## config.mk

```make
export PLATFORM = sky130hd
export DESIGN_NAME = ws2812b_reg_arbiter
export DESIGN_NICKNAME = d
export VERILOG_FILES = /design/src/rtl/ws2812b_reg_arbiter.sv
export SDC_FILE = /design/constraint.sdc
export NUM_CORES = 1
export LEC_CHECK = 0
export ABC_AREA = 1
export CORE_UTILIZATION = 35
export CTS_CLUSTER_SIZE = 20
export DETAILED_ROUTE_END_ITERATION = 16
export HOLD_SLACK_MARGIN = 0.05
export PLACE_DENSITY = 0.73
export SLEW_MARGIN = 20
export SYNTH_ARGS = -nofsm -noshare
export SYNTH_HDL_FRONTEND = slang
export SYNTH_SLANG_ARGS = --single-unit
```

## constraint.sdc

```tcl
create_clock -name clock -period 2.4 [get_ports clock]
set_clock_uncertainty 0.2 [all_clocks]
set_input_delay 0.36 -clock clock [delete_from_list [all_inputs] [get_ports clock]]
set_output_delay 0.36 -clock clock [all_outputs]
set_load 0.01 [all_outputs]
```

## src/rtl/ws2812b_reg_arbiter.sv

```systemverilog
// ws2812b_reg_arbiter
// Shares the single LED-controller register port between the I2C bridge
// (port 0) and the pattern engine (port 1). A requester can hold ownership
// across transfers (lock) so its COMMAND -> R/G/B sequence stays contiguous.
// A silent controller is detected by a timeout, which completes the transfer
// with error set and read data 8'hFF.

module ws2812b_reg_arbiter #(
  parameter int ADDRESS_WIDTH  = 2,
  parameter int TIMEOUT_CYCLES = 16
) (
  input  logic                     clock,
  input  logic                     resetn,
  // requester port 0 (I2C register bridge)
  input  logic                     req0,
  input  logic                     is_write0,
  input  logic [ADDRESS_WIDTH-1:0] address0,
  input  logic [7:0]               write_data0,
  input  logic                     lock0,
  output logic                     response0,
  output logic [7:0]               read_data0,
  output logic                     error0,
  // requester port 1 (pattern engine)
  input  logic                     req1,
  input  logic                     is_write1,
  input  logic [ADDRESS_WIDTH-1:0] address1,
  input  logic [7:0]               write_data1,
  input  logic                     lock1,
  output logic                     response1,
  output logic [7:0]               read_data1,
  output logic                     error1,
  // downstream LED controller register port
  output logic                     reg_request,
  output logic                     reg_is_write,
  output logic [ADDRESS_WIDTH-1:0] reg_address,
  output logic [7:0]               reg_write_data,
  input  logic                     reg_response,
  input  logic [7:0]               reg_read_data
);

  typedef enum logic [1:0] {
    IDLE = 2'd0,
    WAIT = 2'd1,
    DONE = 2'd2
  } state_t;

  // One extra bit so the counter can hold TIMEOUT_CYCLES itself.
  localparam int COUNT_WIDTH = $clog2(TIMEOUT_CYCLES + 1) + 1;
  localparam logic [COUNT_WIDTH-1:0] COUNT_LIMIT = COUNT_WIDTH'(TIMEOUT_CYCLES);

  state_t                 state_r;
  logic                   grant_r;        // port currently being served
  logic                   last_grant_r;   // port granted most recently
  logic                   owner_valid_r;  // a port holds the lock
  logic                   owner_r;        // which port holds the lock
  logic [COUNT_WIDTH-1:0] count_r;

  logic req0_ok_s;
  logic req1_ok_s;
  logic grant_valid_s;
  logic grant_port_s;
  logic done_lock_s;

  // Eligible requesters, round-robin winner and the served port's lock request.
  always_comb begin
    req0_ok_s     = req0 && (!owner_valid_r || (owner_r == 1'b0));
    req1_ok_s     = req1 && (!owner_valid_r || (owner_r == 1'b1));
    grant_valid_s = req0_ok_s || req1_ok_s;
    if (req0_ok_s && req1_ok_s) begin
      grant_port_s = ~last_grant_r;
    end else if (req1_ok_s) begin
      grant_port_s = 1'b1;
    end else begin
      grant_port_s = 1'b0;
    end
    if (grant_r) begin
      done_lock_s = lock1;
    end else begin
      done_lock_s = lock0;
    end
  end

  // Arbitration FSM: grant, wait for response or timeout, one-cycle completion.
  always_ff @(posedge clock) begin
    if (!resetn) begin
      state_r        <= IDLE;
      grant_r        <= 1'b0;
      last_grant_r   <= 1'b1;
      owner_valid_r  <= 1'b0;
      owner_r        <= 1'b0;
      count_r        <= '0;
      reg_request    <= 1'b0;
      reg_is_write   <= 1'b0;
      reg_address    <= '0;
      reg_write_data <= 8'h00;
      response0      <= 1'b0;
      response1      <= 1'b0;
      error0         <= 1'b0;
      error1         <= 1'b0;
      read_data0     <= 8'h00;
      read_data1     <= 8'h00;
    end else begin
      // pulses default low; read data and downstream fields hold
      reg_request <= 1'b0;
      response0   <= 1'b0;
      response1   <= 1'b0;
      error0      <= 1'b0;
      error1      <= 1'b0;
      case (state_r)
        IDLE: begin
          if (grant_valid_s) begin
            grant_r      <= grant_port_s;
            last_grant_r <= grant_port_s;
            reg_request  <= 1'b1;
            if (grant_port_s) begin
              reg_is_write   <= is_write1;
              reg_address    <= address1;
              reg_write_data <= write_data1;
            end else begin
              reg_is_write   <= is_write0;
              reg_address    <= address0;
              reg_write_data <= write_data0;
            end
            count_r <= '0;
            state_r <= WAIT;
          end else begin
            state_r <= IDLE;
          end
        end
        WAIT: begin
          if (reg_response) begin
            if (grant_r) begin
              response1  <= 1'b1;
              read_data1 <= reg_read_data;
            end else begin
              response0  <= 1'b1;
              read_data0 <= reg_read_data;
            end
            state_r <= DONE;
          end else if (count_r == COUNT_LIMIT) begin
            if (grant_r) begin
              response1  <= 1'b1;
              error1     <= 1'b1;
              read_data1 <= 8'hFF;
            end else begin
              response0  <= 1'b1;
              error0     <= 1'b1;
              read_data0 <= 8'hFF;
            end
            state_r <= DONE;
          end else begin
            count_r <= count_r + COUNT_WIDTH'(1);
          end
        end
        DONE: begin
          // lock as presented during the response cycle decides ownership
          owner_valid_r <= done_lock_s;
          owner_r       <= grant_r;
          state_r       <= IDLE;
        end
        default: begin
          state_r <= IDLE;
        end
      endcase
    end
  end

endmodule

```

==> results_dict.tcl <==
set metrics [dict create \
    drt_iter0_drc 104 \
    multi_input_area_um2 883 \
    powerDensity_mw_per_mm2 593 \
    layout_common_cells "clkdlybuf4s50_1 (68), nand2_1 (59), inv_1 (50)" \
    routabilityCongestion 0.753 \
    cap_violations 0 \
    switching_share 0.280 \
    route.detailed.drc 0 \
    critPathTopFamily "buffers and inverters" \
    initial_core_util 0.365 \
    ant_nets 0 \
    hold_viol_final 0 \
    viasPerCell 4.44 \
    p_comb_frac 0.240 \
    cp-end-kind "primary output" \
    peakVddDrop_mv 0.220 \
    floorplan.die_area_mm2 0.00613 \
    power_leakage_nw 1.24 \
    vias 1927 \
    fmax_mhz 572 \
    cts_made_buffers 5 \
    switchingPower_mw 0.475 \
    slew_viol_final 0 \
    die_width_um 78.3 \
    crit_buf_inv 1 \
    grt_pass1_wl_um 7730 \
    nets 400 \
    ys_ff_latch 44 \
    gr-total-overflow 0 \
    grt_pass1_vias 1742 \
    crit_path_start_kind "flip-flop" \
    dp.cells 426 \
    cts_hold_buf 0 \
    netlist_area_mm2 0.00204 \
    routed_wl_um 4410 \
    num_antenna_cells 0 \
    p_int_mw 1.22 \
    rsz0062_at_grt "false" \
    synth_edf_count 0 \
    grt_start_max_net_pins 25 \
    synth_area_per_cell_um2 6.93 \
    final_common_cell "clkdlybuf4s50_1" \
    yosysWarnings 0 \
    synthArstFlopShare 0 \
    tightest_slew_ns 0.485 \
    postLayoutSetupSlackWorst_ns 0.653 \
    critPathSlowestCell "clkdlybuf4s50_1" \
    ys_seq_area_frac 0.432 \
    synthFlopType "dfxtp_1" \
    io_buffers 68 \
    cts.sinks 44 \
    cts_tree "yes" \
    seqPwrFrac 0.482 \
    antenna_found_initial 0 \
    insertion_delay_ns 0.29 \
    p_clk_frac 0.278 \
    fp.coreArea_mm2 0.00557 \
    arrival_ns 1.19 \
    area_growth_pct 40.2 \
    cts.clk_slew.worst_paths_ns 0.08 \
    syn_inst 294 \
    crit_chain "clkdlybuf4s50_1" \
    first_pass_iters 4 \
    io_pins 69 \
    critical-path-max-stage-delay_ns 0.54 \
    setup_viol 0 \
    post_layout_nonfiller_instances 434 \
    design_power_total_mw 1.70 \
    slew_headroom 0.676 \
    hpwl_um 3260 \
    tns_ns 0 \
    wire_per_inst_um 10.2 \
    synth_fp_nets 333 \
    post_cts_buffers 0 \
    synth_cell_types 28 \
    cts_resized 0 \
    root_buffer "clkbuf_8" \
    path_class "flip-flop to primary output" \
    worstPathRequired_ns 1.84 \
    htree_levels 2 \
    hold_path_class "flip-flop to flip-flop" \
    status "complete, no violations" \
    die_y_um 78.3 \
    dp_slack_ns 0.461 \
    drive_gt1_frac 0.0718 \
    min_period_ns 1.75 \
    nFillCells 584 \
    cts_buffer_depth 2 \
    rows 27 \
    seqCellArea_um2 881 \
    grtUsageTotal 0.157 \
    path_max_fanout 2 \
    finalCritPeriodShare 0.728 \
]
[layout make-up]
| type | instances | share of cell area |
|---|---|---|
| repair buffers | 72 | 0.249 |
| well taps | 72 | 0.0315 |
| flip-flops and latches | 44 | 0.308 |
| inverters | 53 | 0.0705 |
| clock buffers | 8 | 0.0315 |
| multi-input cells | 185 | 0.309 |
[power groups by stage]
stage	logic (mW)	clock network [mW]	registers, mW
floorplan	0.214	0	0.853
global placement	0.403	0	0.833
detailed placement	0.409	0	0.833
CTS	0.410	0.485	0.817
global route	0.457	0.523	0.825
finish	0.407	0.472	0.817
[path summary, 6_finish.rpt]
path,start,to,slack [ns],cells past startpoint
worst max-delay path,reg_write_data[2],reg_write_data[2],0.65,1
worst min-delay path,read_data0[0],read_data0[0],0.25,2
worst max register to register,count_r[0],count_r[5],0.70,10
worst min register to register,read_data0[0],read_data0[0],0.25,2
[kinds of logic (layout without fill, tap and decap cells)]
| logic type | count (synthesis) | after routing | synth area share |
|---|---|---|---|
| AOI/OAI and AO/OA | 39 | 39 | 0.0995 |
| muxes | 1 | 1 | 0.00491 |
| buffers and inverters | 65 | 133 | 0.134 |
| DFF | 44 | 44 | 0.432 |
| adders and majority gates | 2 | 2 | 0.0123 |
| and+or+nand+nor | 143 | 143 | 0.317 |
[synth_stat cells, types with 4 or more instances]
| library cell | instances | area [µm²] |
|---|---|---|
| nand3_1 | 8 | 40.0 |
| dfxtp_1 | 44 | 881 |
| a21oi_1 | 21 | 105 |
| inv_1 | 50 | 188 |
| clkbuf_1 | 4 | 15.0 |
| nand2_1 | 59 | 221 |
| nor2_1 | 45 | 169 |
| nand4_1 | 17 | 106 |
| o21ai_1 | 12 | 60.1 |
| nand2_2 | 5 | 31.3 |
[worst register-to-register path: stages, from the launching register on]
cell and delay (ns):
dfxtp_1 0.39, inv_1 0.08, ha_1 0.21, nand2_1 0.06, inv_1 0.03, nand3_1 0.12
nand3_2 0.14, nand3_1 0.19, nand2_1 0.08, nand2_1 0.07, inv_1 0.03
[flip-flops by register name (all words and copies together) (netlist names), 2 cells and up]
name	cells
reg_write_data	8
reg_address	2
read_data1	8
read_data0	8
state_r	2
count_r	6
[per-stage QoR]
step / instance area (µm²) / utilization / hold slack, ns
2_1_floorplan: 2040 / - / 0.269
3_3_place_gp: 2770 / 0.496 / 0.236
3_5_place_dp: 2770 / 0.496 / 0.238
4_1_cts: 2860 / 0.512 / 0.250
5_1_grt: 2860 / 0.512 / 0.269
6_report: 2860 / 0.512 / 0.247
[layer usage]
metal | wire (µm) | track usage | up-vias
met5 | 0 | 0 | -
met4 | 31 | 0.0389 | 0
met3 | 356 | 0.0616 | 4
met2 | 1960 | 0.247 | 55
met1 | 2060 | 0.199 | 825
li1 | - | - | 1043
No activity file was read; power rests on OpenSTA's default activity.
